--- src/rtl/seq_monitor_pkg.sv ---
// Shared encodings for the sequence monitor: FSM states, upstream sequence values,
// and the legal-successor graph of the count-sequence FSM.
package seq_monitor_pkg;

    typedef enum logic [1:0] {
        IDLE  = 2'd0,
        SYNC  = 2'd1,
        TRACK = 2'd2,
        LOST  = 2'd3
    } state_e;

    localparam logic [2:0] SEQ_0 = 3'd0;
    localparam logic [2:0] SEQ_2 = 3'd2;
    localparam logic [2:0] SEQ_3 = 3'd3;
    localparam logic [2:0] SEQ_4 = 3'd4;
    localparam logic [2:0] SEQ_5 = 3'd5;

    function automatic logic is_legal_val(input logic [2:0] v);
        return (v == SEQ_0) || (v == SEQ_2) || (v == SEQ_3) ||
               (v == SEQ_4) || (v == SEQ_5);
    endfunction

    // Holding a value is never a legal step, so no node lists itself.
    function automatic logic is_legal_step(input logic [2:0] prev, input logic [2:0] cur);
        logic ok;
        case (prev)
            SEQ_0:   ok = (cur == SEQ_3);
            SEQ_3:   ok = (cur == SEQ_2) || (cur == SEQ_5);
            SEQ_2:   ok = (cur == SEQ_4);
            SEQ_4:   ok = (cur == SEQ_3) || (cur == SEQ_0);
            SEQ_5:   ok = (cur == SEQ_2);
            default: ok = 1'b0;
        endcase
        return ok;
    endfunction

endpackage

--- src/rtl/sat_counter.sv ---
// Saturating up-counter with synchronous clear; clear wins over a same-cycle increment.
module sat_counter #(
    parameter int W = 8
) (
    input  logic         clk,
    input  logic         reset,
    input  logic         clr,
    input  logic         inc,
    output logic [W-1:0] q
);

    logic [W-1:0] q_q, q_d;

    always_comb begin
        q_d = q_q;
        if (clr)
            q_d = '0;
        else if (inc && (q_q != {W{1'b1}}))
            q_d = q_q + W'(1);
    end

    always_ff @(posedge clk) begin
        if (!reset) q_q <= '0;
        else        q_q <= q_d;
    end

    assign q = q_q;

endmodule

--- src/rtl/seq_monitor.sv ---
// Checks the upstream count-sequence against its successor graph, tracks lock,
// counts laps and errors, and captures the first bad transition since clear.
module seq_monitor
    import seq_monitor_pkg::*;
#(
    parameter int CNT_W    = 8,
    parameter int SYNC_LEN = 2,
    parameter int ERR_THR  = 3
) (
    input  logic             clk,
    input  logic             reset,
    input  logic [2:0]       s_in,
    input  logic             s_valid,
    input  logic             clear,
    output logic             lock,
    output logic             err_pulse,
    output logic             err_sticky,
    output logic [CNT_W-1:0] err_cnt,
    output logic [CNT_W-1:0] lap_cnt,
    output logic [5:0]       first_bad,
    output logic [1:0]       state_o
);

    localparam int SW = $clog2(SYNC_LEN + 1);
    localparam int BW = $clog2(ERR_THR + 1);

    state_e        state_q, state_d;
    logic [2:0]    prev_q, prev_d;
    logic [SW-1:0] sync_run_q, sync_run_d;
    logic [BW-1:0] bad_run_q, bad_run_d;
    logic          pulse_q, pulse_d;
    logic          sticky_q, sticky_d;
    logic [5:0]    first_bad_q, first_bad_d;
    logic          err_inc, lap_inc;
    logic          step_ok, val_ok;
    logic [SW-1:0] sync_nxt;
    logic [BW-1:0] bad_nxt;

    assign step_ok  = is_legal_step(prev_q, s_in);
    assign val_ok   = is_legal_val(s_in);
    assign sync_nxt = sync_run_q + SW'(1);
    assign bad_nxt  = bad_run_q + BW'(1);

    always_comb begin
        state_d     = state_q;
        prev_d      = prev_q;
        sync_run_d  = sync_run_q;
        bad_run_d   = bad_run_q;
        pulse_d     = 1'b0;
        sticky_d    = sticky_q;
        first_bad_d = first_bad_q;
        err_inc     = 1'b0;
        lap_inc     = 1'b0;

        if (s_valid) begin
            case (state_q)
                IDLE: begin
                    if (val_ok) begin
                        state_d    = SYNC;
                        prev_d     = s_in;
                        sync_run_d = '0;
                    end
                end
                SYNC: begin
                    if (step_ok) begin
                        prev_d = s_in;
                        if (sync_nxt == SW'(SYNC_LEN)) begin
                            state_d    = TRACK;
                            sync_run_d = '0;
                            bad_run_d  = '0;
                        end else begin
                            sync_run_d = sync_nxt;
                        end
                    end else if (val_ok) begin
                        // A legal value on a bad step restarts the sync window from here.
                        prev_d     = s_in;
                        sync_run_d = '0;
                    end else begin
                        state_d = IDLE;
                    end
                end
                TRACK: begin
                    if (step_ok) begin
                        prev_d    = s_in;
                        bad_run_d = '0;
                        lap_inc   = (prev_q == SEQ_4) && (s_in == SEQ_0);
                    end else begin
                        pulse_d   = 1'b1;
                        err_inc   = 1'b1;
                        sticky_d  = 1'b1;
                        bad_run_d = bad_nxt;
                        if (!sticky_q)
                            first_bad_d = {prev_q, s_in};
                        // Keep a known-good anchor when the sample is not a sequence value.
                        if (val_ok)
                            prev_d = s_in;
                        if (bad_nxt == BW'(ERR_THR))
                            state_d = LOST;
                    end
                end
                LOST: begin
                    if (s_in == SEQ_0) begin
                        state_d    = SYNC;
                        prev_d     = SEQ_0;
                        sync_run_d = '0;
                    end
                end
                default: state_d = IDLE;
            endcase
        end

        if (clear) begin
            sticky_d    = 1'b0;
            first_bad_d = '0;
        end
    end

    always_ff @(posedge clk) begin
        if (!reset) begin
            state_q     <= IDLE;
            prev_q      <= '0;
            sync_run_q  <= '0;
            bad_run_q   <= '0;
            pulse_q     <= 1'b0;
            sticky_q    <= 1'b0;
            first_bad_q <= '0;
        end else begin
            state_q     <= state_d;
            prev_q      <= prev_d;
            sync_run_q  <= sync_run_d;
            bad_run_q   <= bad_run_d;
            pulse_q     <= pulse_d;
            sticky_q    <= sticky_d;
            first_bad_q <= first_bad_d;
        end
    end

    sat_counter #(.W(CNT_W)) u_err_cnt (
        .clk   (clk),
        .reset (reset),
        .clr   (clear),
        .inc   (err_inc),
        .q     (err_cnt)
    );

    sat_counter #(.W(CNT_W)) u_lap_cnt (
        .clk   (clk),
        .reset (reset),
        .clr   (clear),
        .inc   (lap_inc),
        .q     (lap_cnt)
    );

    assign lock       = (state_q == TRACK);
    assign err_pulse  = pulse_q;
    assign err_sticky = sticky_q;
    assign first_bad  = first_bad_q;
    assign state_o    = state_q;

endmodule
--- config.mk ---
export PLATFORM = sky130hd
export DESIGN_NAME = seq_monitor
export DESIGN_NICKNAME = d
export VERILOG_FILES = /design/src/rtl/seq_monitor_pkg.sv /design/src/rtl/sat_counter.sv /design/src/rtl/seq_monitor.sv
export SDC_FILE = /design/constraint.sdc
export NUM_CORES = 1
export LEC_CHECK = 0
export CORE_MARGIN = 2
export CORE_UTILIZATION = 52
export DETAILED_ROUTE_END_ITERATION = 8
export PLACE_DENSITY = 0.78
export SLEW_MARGIN = 30
export SYNTH_ARGS = -nofsm -noshare
export SYNTH_HDL_FRONTEND = slang
export SYNTH_HIERARCHICAL = 1
export SYNTH_SLANG_ARGS = --single-unit
--- constraint.sdc ---
create_clock -name clk -period 3.35 [get_ports clk]
set_input_delay 1.005 -clock clk [delete_from_list [all_inputs] [get_ports clk]]
set_output_delay 1.005 -clock clk [all_outputs]
set_load 0.02 [all_outputs]
**Word-level counts from Yosys, hierarchy flattened**

Cells that the tools add are included.

- Add/sub/neg operators: 4
- Equality and inequality tests: 23
- Multiplexer cells: 28
- Bitwise operators: 3
- Reductions and logical operators: 22

Operator list:

| kind | number |
|---|---|
| $mux 2 | 14 |
| $add 8x1->8 const B | 2 |
| $ne 8x8->1 const B | 2 |
| $eq 3x2->1 const B | 4 |
| $eq 3x3->1 const B | 4 |
| $ne 2x2->1 const B | 5 |
| $mux 3 | 3 |
| $pmux 3 s3 | 1 |
| $eq 2x2->1 const B | 4 |
| $pmux 2 s4 | 1 |
| $reduce_and 4->1 | 2 |
| $reduce_and 7->1 | 1 |
| $logic_not 3->1 | 2 |
| $logic_or 1x1->1 | 6 |
| $mux 1 | 6 |
| $ne 3x3->1 const B | 2 |
| $pmux 2 s3 | 1 |
| $reduce_and 3->1 | 2 |
| $pmux 1 s5 | 1 |
| $add 2x1->2 const B | 2 |
| $pmux 2 s2 | 1 |
| $reduce_or 2->1 | 2 |
| $logic_and 1x1->1 | 3 |
| $not 1->1 | 3 |
| other kinds (6) | 6 |

- Register bits: 33
- Input bits: 7
- Output and inout port bits: 27
- Logic and storage cells: 89

**Logic depth before layout (Yosys ltp)**

Gate-level depths: netlist of the first run.

- Word-level depth: 8
- Depth in mapped cells: 8
- Mapped depth without buffers: 7

**Hierarchy**

Netlist of the first run, hierarchy kept.

By module, submodules not included:

| module | instances | cells an instance | area an instance (sq um) |
|---|---|---|---|
| seq_monitor | 1 | 123 | 1,081.0 |
| sat_counter | 2 | 46 | 421.7 |

**Worst setup path before layout of the first run**

Ideal clock, no wire load.

- Path kind: input-to-reg
- Start point: in s_in[1]
- End point: reg u_err_cnt.q_q[5], in the netlist u_err_cnt/q[5]
- Data arrival time: 2.754 ns
- Data required time: 3.278 ns
- Setup slack: 0.524 ns
- Stages: 8
- Buffers on the path: 1
- Cells stage by stage: buf_4 -> nor4b_1 -> a211oi_1 -> a21oi_2 -> nor2_1 -> nand4_1 -> a211oi_2 -> mux2i_1

- Cells in the longest elaborated chain, start to end: 7
- Elaborated cells between the ends (all ways): 12

RTL lines:

| item | RTL line | RTL |
|---|---|---|
| start, declared | seq_monitor.sv:12 | `input logic [2:0] s_in,` |
| $eq 3x2->1, or another cell as far along | seq_monitor_pkg.sv:27, seq_monitor_pkg.sv:30 |  |
| $logic_or 1x1->1, on equally long branches | seq_monitor_pkg.sv:30, seq_monitor_pkg.sv:28 |  |
| $pmux 1 s5 (*) | seq_monitor_pkg.sv:26 | `case (prev)` |
| $mux 1 (*) | seq_monitor.sv:83 | `if (step_ok) begin` |
| $mux 1 (*) | seq_monitor.sv:56 | `case (state_q)` |
| $mux 1 (*) | -- |  |
| net err_inc | seq_monitor.sv:34 | `logic err_inc, lap_inc;` |
| $logic_and 1x1->1 (*) | sat_counter.sv:18 | `else if (inc && (q_q != {W{1'b1}}))` |
| end signal, assigned | sat_counter.sv:24 | `else q_q <= q_d;` |
| end, declared | sat_counter.sv:12 | `logic [W-1:0] q_q, q_d;` |

Mark *: on every way through the listed nets, which the timed path passes. The rest lies on a longest branch.
A chain may end at the register's enable or synchronous reset.

**Worst setup path in the final report of the first run**

Same ends and word-level chain as after synthesis.

==> run_results.csv, run 1 <==
group,metric,value,unit
timing,setup_total_negative_slack,0,ns
worst_hold_path,worstHoldPathType,"reg2reg",
timing,timing_max_transition_violations_final,0,
clock_tree,tritoncts,"built",
timing,final.hold.worst_slack,0.428,ns
die,die_height,64.8,µm
routing,remaining_number_of_nets_flagged_by_the_antenna_check_after_routing,0,
logic_synthesis,postSynthRegisterBits,33,
timing,worst_slack,0.416,ns
worst_hold_path,hold_end,"sync_run_q[1]",
power_and_ir_drop,vdd_drop_max,201,µV
power_and_ir_drop,power.leakage,0.852,nW
finish,fin_util,67.8,%
worst_hold_path,worst_hold_path.num_cells,2,
place,dp_worst_setup_slack,0.162,ns
routing,drc,0,
flow_run,max_cap_viol_count,0,
logic_synthesis,synthesis.nets,231,
power_and_ir_drop,power.total,893,µW
clock_tree,cts_hold_repair.buffers,0,
worst_setup_path,r2r_start,"state_o[0]",
die,core.rowCount,22,
worst_setup_path,register_to_register_setup_slack,1.08,ns
worst_setup_path,crit-reg2reg-capture,"u_err_cnt/q[5]",
timing,timing.final.crit_share,87.6,%
logic_synthesis,post_synth_num_cell_types,47,
global_routing,grt.busiest_layer,"met2",
die,ios,34,
finish,n_fill_cell,298,
power_and_ir_drop,cellPowerDensity,365,nW/µm²
timing,finalWorstPathRequiredPeriod,2.93,ns
clock_tree,clk_path_buf_depth,2,
global_routing,met2_track_demand_over_resource,35.6,%
routing,vias,1765,
global_routing,grt_util_met3,6.25,%
global_routing,grt_pass1_vias,1642,
global_routing,grt_use_total,22.4,%
clock_tree,cts_post_setup_buffers_inserted,0,
finish,fraction_of_layout_cells_with_a_size_suffix_above_1,10.9,%
worst_hold_path,hold_path_startpoint,"sync_run_q[1]",
die,die_w,64.8,µm
timing,relSlewSlack,67.4,%
place,detailed_place_hpwl,3.04,mm
timing,finalHoldViolCount,0,
die,initial_utilization,53.4,%
finish,insertedDiodeCount,0,
logic_synthesis,yosysWarningCount,6,
routing,drt-pass1-iter-count,4,
place,placed_area,2330,µm²
worst_setup_path,kind_of_critical_path,"in2reg",
routing,wire_per_inst,14.0,µm
worst_setup_path,worst-path-max-fanout,6,
global_routing,grt_start_max_net_pins,16,
clock_tree,cts_root_buf,"sky130_fd_sc_hd__clkbuf_8",
clock_tree,cts_buffers,5,
run_status,status,"complete, no violations",
finish,fin_area,2440,µm²
clock_tree,cts-htree-levels,2,
routing,drtIter0Drc,62,
die,floorplan.die_area,4200,µm²
logic_synthesis,netlist_area,1920,µm²
timing,highest_achievable_clock_rate,341,MHz
global_routing,antenna_found_initial,0,
clock_tree,cts.repair.resized,0,
timing,setup_viol_count_final,0,
worst_setup_path,r2r.worst_path.cells,7,
finish,area.growth.synth_to_final,27.0,%
clock_tree,count_of_clock_tree_sinks,33,
place,number_of_placed_instances_with_taps_included,296,
worst_setup_path,cp-end-kind,"register",
logic_synthesis,synthesis.area_per_instance,8.95,µm²
timing,grt_setup_unrepaired,"no",
clock_tree,clock_insertion_delay_worst_skew,0.29,ns
finish,layout.cells.non_filler,304,
timing,tightest_slew,0.486,ns
finish,nets,271,
routing,total_routed_wirelength,4.25,mm
worst_setup_path,startpoint_type,"input port",
die,fp.coreArea,3610,µm²
worst_setup_path,worstPathArrival,3.15,ns
place,finalWeightedCongestion,0.835,
logic_synthesis,synthCells,215,
routing,detail_route.vias_per_cell,5.81,
timing,fin_skew,0.00742,ns
worst_setup_path,worst-endpoint-required,3.57,ns
global_routing,grt_overflow,0,
place,port_buffers,33,
clock_tree,worst_setup_hold_path_clk_slew,0.06,ns
logic_synthesis,yosysSeqAreaShare,34.3,%
global_routing,wire_length_of_the_first_global_routing_pass,7.31,mm
global_routing,grt_util_met1,28.2,%
## critical path: stages
cell,delay (ns)
sky130_fd_sc_hd__clkdlybuf4s50_1,0.49
sky130_fd_sc_hd__and4bb_2,0.24
sky130_fd_sc_hd__a211oi_1,0.35
sky130_fd_sc_hd__a21oi_2,0.07
sky130_fd_sc_hd__nor2_1,0.34
sky130_fd_sc_hd__nand4_1,0.19
sky130_fd_sc_hd__a211oi_2,0.24
sky130_fd_sc_hd__mux2i_1,0.20
## synth_stat cells (all sizes together)
library cell,count,area (µm²)
and4bb,1,12.5
nand3,4,20.0
ha,9,113
nor3,7,35.0
clkbuf,4,15.0
nor2b,9,61.3
nand2,18,67.6
xnor2,1,8.76
o21a,2,15.0
dfxtp,33,661
a31oi,4,25.0
a31o,1,8.76
o31ai,9,67.6
nor4b,1,8.76
o21ba,1,10.0
a21oi,23,119
nand3b,1,7.51
a311oi,3,43.8
nand4b,1,8.76
and4,10,92.6
nor4,1,6.26
o221ai,1,8.76
and2,1,6.26
and3,3,18.8
o21ai,4,20.0
o211ai,1,7.51
mux2i,12,120
a21o,1,7.51
nand4,8,50.1
buf,3,23.8
o21bai,1,7.51
a211oi,7,62.6
nand2b,11,68.8
a21boi,3,30.0
nor2,5,18.8
or3,1,6.26
inv,8,30.0
o32a,1,22.5
or3b,1,8.76
## state kept, by name, indices dropped and copies added (netlist names)
| register | flops |
|---|---|
| sync_run_q | 2 |
| err_sticky | 1 |
| state_o | 2 |
| u_err_cnt/q | 8 |
| err_pulse | 1 |
| bad_run_q | 2 |
| first_bad | 6 |
| prev_q | 3 |
| u_lap_cnt/q | 8 |
## power breakdown
group          leakage, nW  switching, mW  total [mW]  internal, mW
logic                0.528         0.0558      0.0992        0.0434
clock network       0.0585          0.147       0.389         0.242
registers            0.266        0.00739       0.404         0.397
## logic make-up after synthesis
logic type      share of synthesized area [%]
compound gates                           23.7
xor+xnor                                0.455
fa+ha+maj                                5.85
buf+inv                                  3.58
flops                                    34.3
mux                                      6.24
simple gates                             25.9
## worst max-delay path by stage
stage,from,end
CTS,s_in[1],u_err_cnt/q[5]
detailed placement,s_in[1],u_err_cnt/q[5]
global placement,s_in[1],u_err_cnt/q[5]
floorplan,s_in[1],u_err_cnt/q[5]
finish,s_in[1],u_err_cnt/q[5]
global route,s_in[2],u_err_cnt/q[5]
## cells in the final DEF, fill, tap and decap left out, types with 3 or more instances in the layout
cell and n:
sky130_fd_sc_hd__and3_1 3, sky130_fd_sc_hd__ha_1 9, sky130_fd_sc_hd__o31ai_1 9, sky130_fd_sc_hd__nor3_1 7
sky130_fd_sc_hd__clkbuf_8 6, sky130_fd_sc_hd__nand4_1 8, sky130_fd_sc_hd__mux2i_1 12, sky130_fd_sc_hd__buf_4 7
sky130_fd_sc_hd__nand2_1 18, sky130_fd_sc_hd__nor2b_1 7, sky130_fd_sc_hd__a31oi_1 4, sky130_fd_sc_hd__nand3_1 4
sky130_fd_sc_hd__nor2_1 5, sky130_fd_sc_hd__nand2b_1 11, sky130_fd_sc_hd__a21oi_1 22, sky130_fd_sc_hd__a211oi_1 5
sky130_fd_sc_hd__inv_1 8, sky130_fd_sc_hd__dfxtp_1 33, sky130_fd_sc_hd__and4_1 8, sky130_fd_sc_hd__clkdlybuf4s50_1 33
sky130_fd_sc_hd__o21ai_0 4
## per-layer routing
metal	routed length [µm]	vias to the layer above	part of all wire (%)
met5	0	-	0
li1	-	891	-
met2	1910	59	45
met4	89	0	2.1
met1	2000	807	47
met3	254	8	6.0
## cell type report
| class | instances | area [µm²] | share of cell area, % |
|---|---|---|---|
| multi-input cells | 167 | 1190 | 48.9 |
| well taps | 48 | 60.1 | 2.46 |
| clock buffers | 7 | 86.3 | 3.53 |
| inverters | 8 | 30.0 | 1.23 |
| clock inverters | 1 | 30.0 | 1.23 |
| flip-flops and latches | 33 | 661 | 27.0 |
| repair buffers | 40 | 383 | 15.7 |
Note: power is estimated with default switching activity, not from simulation.
==> inputs of run 2 (changes only) <==
CORE_MARGIN = unset   (was 2)
SKIP_LAST_GASP = 1   (was unset)
TNS_END_PERCENT = 20   (was unset)
==> run 2 against run 1 <==
  * Worst setup slack improved by 0.044 ns
  * Utilization increased by 3.2 points
  * Non-clock buffer count did not move
  * Critical path type unchanged
  * Fmax is 1.5% higher
  * Hold slack barely moved
  * Routed wire length is 1.2% lower
==> run_results.csv, run 2 (synthesis gave the netlist of run 1 again) <==
group,metric,value,unit
routing,remaining_number_of_nets_flagged_by_the_antenna_check_after_routing,0,
global_routing,wire_length_of_the_first_global_routing_pass,7.31,mm
clock_tree,cts_hold_repair.buffers,0,
routing,vias,1783,
place,placed_area,2330,µm²
clock_tree,cts_root_buf,"sky130_fd_sc_hd__clkbuf_8",
clock_tree,count_of_clock_tree_sinks,33,
clock_tree,clock_insertion_delay_worst_skew,0.28,ns
timing,relSlewSlack,68.1,%
finish,fraction_of_layout_cells_with_a_size_suffix_above_1,10.9,%
timing,timing.final.crit_share,86.3,%
timing,timing_max_transition_violations_final,0,
global_routing,grt_overflow,0,
die,floorplan.die_area,3950,µm²
timing,tightest_slew,0.478,ns
worst_setup_path,worst-endpoint-required,3.55,ns
clock_tree,cts_post_setup_buffers_inserted,0,
clock_tree,worst_setup_hold_path_clk_slew,0.07,ns
clock_tree,tritoncts,"built",
clock_tree,cts-htree-levels,2,
die,ios,34,
finish,area.growth.synth_to_final,26.9,%
clock_tree,cts_buffers,5,
worst_setup_path,kind_of_critical_path,"in2reg",
global_routing,antenna_found_initial,0,
timing,finalHoldViolCount,0,
place,detailed_place_hpwl,2.98,mm
die,die_w,62.8,µm
routing,drt-pass1-iter-count,4,
timing,finalWorstPathRequiredPeriod,2.89,ns
place,port_buffers,33,
timing,setup_viol_count_final,0,
finish,fin_area,2440,µm²
finish,insertedDiodeCount,0,
worst_setup_path,r2r_start,"state_o[0]",
worst_hold_path,hold_end,"sync_run_q[1]",
power_and_ir_drop,power.leakage,0.852,nW
die,die_height,62.8,µm
worst_setup_path,startpoint_type,"input port",
timing,fin_skew,0.00483,ns
global_routing,grt_start_max_net_pins,13,
timing,grt_setup_unrepaired,"no",
worst_setup_path,register_to_register_setup_slack,1.04,ns
worst_setup_path,crit_start,"s_in[2]",
power_and_ir_drop,vdd_drop_max,241,µV
worst_setup_path,cp-end-kind,"register",
routing,drc,0,
worst_setup_path,worst-path-max-fanout,6,
flow_run,max_cap_viol_count,0,
timing,setup_total_negative_slack,0,ns
timing,highest_achievable_clock_rate,346,MHz
clock_tree,cts.repair.resized,0,
routing,drtIter0Drc,157,
global_routing,grt_pass1_vias,1637,
worst_setup_path,worstPathArrival,3.09,ns
routing,wire_per_inst,13.9,µm
routing,total_routed_wirelength,4.20,mm
worst_hold_path,hold_path_startpoint,"sync_run_q[1]",
finish,nets,271,
clock_tree,clk_path_buf_depth,2,
power_and_ir_drop,cellPowerDensity,364,nW/µm²
place,finalWeightedCongestion,0.811,
worst_setup_path,r2r.worst_path.cells,8,
die,fp.coreArea,3440,µm²
run_status,status,"complete, no violations",
die,core.rowCount,21,
finish,layout_common_cells,"sky130_fd_sc_hd__dfxtp_1, sky130_fd_sc_hd__clkdlybuf4s50_1, sky130_fd_sc_hd__a21oi_1",
routing,detail_route.vias_per_cell,5.90,
worst_hold_path,worst_hold_path.num_cells,2,
die,initial_utilization,55.9,%
global_routing,grt_use_total,23.0,%
worst_setup_path,crit-reg2reg-capture,"u_lap_cnt/q[5]",
worst_hold_path,worstHoldPathType,"reg2reg",
==> run 2: cell counts in the layout (fill, tap and decap cells not counted) <==
Identical to the previous run, type by type.
==> run 2: final cells by class <==
cell class	count	area, µm²
Timing Repair Buffer	40	383
Multi-Input combinational cell	167	1190
Tap cell	46	57.6
Inverter	8	30.0
Clock inverter	1	30.0
Clock buffer	7	86.3
Sequential cell	33	661
Fill cell	289	1000
==> run 2: worst max-delay path, stage by stage <==
cell                              delay, ns
sky130_fd_sc_hd__clkdlybuf4s50_1       0.50
sky130_fd_sc_hd__and4bb_2              0.28
sky130_fd_sc_hd__a211oi_1              0.34
sky130_fd_sc_hd__a21oi_2               0.07
sky130_fd_sc_hd__nor2_1                0.28
sky130_fd_sc_hd__and4_1                0.29
sky130_fd_sc_hd__a21oi_1               0.08
sky130_fd_sc_hd__a311oi_1              0.22
==> run 2: worst max-delay path by stage <==
stage | cells after the start | end | slack [ns]
2_1_floorplan | 8 | u_err_cnt/q[5] | 0.52
3_3_place_gp | 8 | u_err_cnt/q[5] | 0.20
3_5_place_dp | 8 | u_err_cnt/q[5] | 0.18
4_1_cts | 8 | u_err_cnt/q[5] | 0.47
5_1_grt | 8 | u_err_cnt/q[7] | 0.26
6_report | 8 | u_err_cnt/q[7] | 0.46
==> run 2: metal layers <==
layer	global-route usage, %	up-vias	share of wire (%)
met5	0	-	0
met4	9.30	0	1.3
met3	4.93	5	5.0
met2	38.3	57	47
met1	28.6	834	47
li1	-	887	-
==> run 2: power by group <==
part	switching (mW)	internal, mW	total, mW	leakage, nW
Sequential	0.00788	0.397	0.405	0.266
Clock	0.145	0.242	0.388	0.0585
Combinational	0.0544	0.0433	0.0977	0.528
Total	0.208	0.683	0.890	0.852
==> run 2: metrics by stage <==
step | cells | utilization, % | setup WS, ns | total power [mW] | hold WS, ns
detailed placement | 294 | 67.6 | 0.176 | 0.510 | 0.424
floorplan | 215 | - | 0.524 | 0.478 | 0.407
global placement | 294 | 67.6 | 0.199 | 0.508 | 0.417
global route | 302 | 71.0 | 0.258 | 0.928 | 0.460
finish | 302 | 71.0 | 0.460 | 0.890 | 0.428
CTS | 302 | 71.0 | 0.470 | 0.896 | 0.433
==> inputs of run 3 (changes only) <==
CORE_UTILIZATION = 62   (was 52)
DONT_BUFFER_PORTS = 1   (was unset)
PLACE_DENSITY = 0.77   (was 0.78)
==> run 3 against run 2 <==
  * Clock skew grew 0.0036 ns
  * Largest power group unchanged
  * Final area fell by 18%
  * Flip-flop and latch count is the same
  * Critical path depth fell by 5
  * Routed wire length fell by 5.0%
  * The run now ends with DRC left
  * Die area shrank 16%
  * Highest routed layer unchanged
==> run_results.csv, run 3 (synthesis gave the netlist of run 1 again) <==
group,metric,value,unit
place,finalWeightedCongestion,0.885,
place,placed_area,1940,µm²
power_and_ir_drop,clock_power_share,31.1,%
timing,tightest_slew,0.645,ns
die,ios,34,
die,die_w,57.7,µm
routing,vias,1630,
clock_tree,cts-htree-levels,2,
timing,worst_slack,0.869,ns
die,initial_utilization,67.5,%
worst_setup_path,startpoint_type,"register",
power_and_ir_drop,power.leakage,0.687,nW
die,floorplan.die_area,3330,µm²
finish,fraction_of_layout_cells_with_a_size_suffix_above_1,10.6,%
routing,total_routed_wirelength,3.99,mm
power_and_ir_drop,vdd_drop_max,273,µV
timing,setup_total_negative_slack,0,ns
global_routing,antenna_found_initial,0,
finish,layout_commonest_cell,"sky130_fd_sc_hd__dfxtp_1",
routing,drt-pass1-iter-count,6,
clock_tree,cts_hold_repair.buffers,0,
power_and_ir_drop,pwr-share-comb,10.3,%
global_routing,grt_pass1_vias,1587,
die,fp.coreArea,2850,µm²
timing,setup_viol_count_final,0,
worst_setup_path,path_cells,"inv_1, ha_1, buf_4",
clock_tree,tritoncts,"built",
finish,layout_common_cells,"sky130_fd_sc_hd__dfxtp_1, sky130_fd_sc_hd__a21oi_1, sky130_fd_sc_hd__nand2_1",
worst_setup_path,worst-endpoint-required,2.34,ns
worst_hold_path,worstHoldPathType,"reg2reg",
routing,remaining_number_of_nets_flagged_by_the_antenna_check_after_routing,0,
power_and_ir_drop,cellPowerDensity,349,nW/µm²
timing,finalWorstPathRequiredPeriod,2.48,ns
die,core.rowCount,19,
clock_tree,clk_path_buf_depth,2,
place,dp_worst_setup_slack,0.613,ns
worst_setup_path,worst-path-max-fanout,10,
power_and_ir_drop,seqPwrFrac,58.6,%
worst_hold_path,hold_path_startpoint,"sync_run_q[1]",
timing,highest_achievable_clock_rate,403,MHz
place,port_buffers,0,
power_and_ir_drop,cellInternalPower,507,µW
worst_setup_path,worstPathArrival,1.48,ns
run_status,failed_checks,"DRC",
timing,finalHoldViolCount,0,
timing,timing.final.crit_share,74.1,%
global_routing,wire_length_of_the_first_global_routing_pass,6.77,mm
die,die_height,57.7,µm
clock_tree,cts.repair.resized,0,
clock_tree,clock_insertion_delay_worst_skew,0.34,ns
clock_tree,worst_setup_hold_path_clk_slew,0.10,ns
global_routing,grt_start_max_net_pins,18,
timing,fin_skew,0.00840,ns
finish,insertedDiodeCount,0,
worst_setup_path,cp-end-kind,"output pin",
flow_run,max_cap_viol_count,0,
run_status,status,"complete, but fails checks",
clock_tree,cts_root_buf,"sky130_fd_sc_hd__clkbuf_4",
clock_tree,cts_post_setup_buffers_inserted,0,
finish,fin_area,1990,µm²
routing,drc,3,
finish,n_fill_cell,252,
worst_setup_path,crit_start,"state_o[0]",
finish,area.growth.synth_to_final,3.45,%
global_routing,grt_overflow,0,
routing,detail_route.vias_per_cell,6.55,
power_and_ir_drop,p_sw_share,27.1,%
worst_setup_path,crit_path_top_delay_cell,"sky130_fd_sc_hd__dfxtp_1",
timing,grt_setup_unrepaired,"no",
timing,timing_max_transition_violations_final,0,
clock_tree,cts_buffers,5,
worst_setup_path,kind_of_critical_path,"reg2out",
clock_tree,count_of_clock_tree_sinks,33,
finish,nets,233,
global_routing,grt_use_total,26.2,%
routing,drtIter0Drc,114,
worst_setup_path,r2r_start,"prev_q[2]",
power_and_ir_drop,net-switching-power,188,µW
place,detailed_place_hpwl,2.94,mm
timing,relSlewSlack,56.7,%
worst_setup_path,highest_cell_delay_on_the_worst_timing_path,0.57,ns
routing,wire_per_inst,16.0,µm
-- run 3: changes by cell type in the layout (fill, tap and decap cells not counted), sizes merged --
| cell | previous run | this run |
|---|---|---|
| buf | 7 | 2 |
| clkbuf | 7 | 6 |
| clkinv | 0 | 2 |
| clkdlybuf4s50 | 33 | 0 |
| bufinv | 1 | 0 |
-- run 3: critical path: cells and delay by family, from the launching register on --
family                   cells  cell delay, ns
adder cells (fa/ha/maj)      1            0.23
flip-flops                   1            0.57
buffers and inverters        2            0.33
-- run 3: routing by layer --
metal	vias up	global-route usage, %	wire length, µm	share of wire, %
li1	818	-	-	-
met1	761	31.9	1850	46
met3	4	8.71	238	6.0
met2	47	43.0	1870	47
met4	0	10.2	26	0.65
met5	-	0	0	0
-- run 3: path summary, 6_finish.rpt --
kind	end	slack, ns	cells past startpoint
max	lock	0.87	3
min	sync_run_q[1]	0.43	2
max reg2reg	u_err_cnt/q[6]	0.96	7
min reg2reg	sync_run_q[1]	0.43	2
-- run 3: metrics by stage --
step	hold slack, ns	std cells	total power [mW]	util, %
after floorplan	0.407	215	0.478	-
after global placement	0.416	241	0.484	68.0
after detailed placement	0.422	241	0.487	68.0
after CTS	0.436	249	0.701	69.8
after global routing	0.478	249	0.730	69.8
final	0.435	249	0.695	69.8
-- run 3: power by group through the flow --
stage	registers, mW	clock network (mW)	logic [mW]
after global routing	0.409	0.241	0.0799
after floorplan	0.414	0	0.0645
after global placement	0.416	0	0.0685
after detailed placement	0.416	0	0.0706
final	0.407	0.216	0.0715
after CTS	0.407	0.223	0.0710
-- run 3: final cells by class --
type / instances / area, µm² / area share [%]
Tap cell: 31 / 38.8 / 1.95
Clock inverter: 2 / 10.0 / 0.503
Multi-Input combinational cell: 167 / 1190 / 60.0
Inverter: 8 / 30.0 / 1.51
Clock buffer: 6 / 41.3 / 2.07
Timing Repair Buffer: 2 / 15.0 / 0.754
Sequential cell: 33 / 661 / 33.2
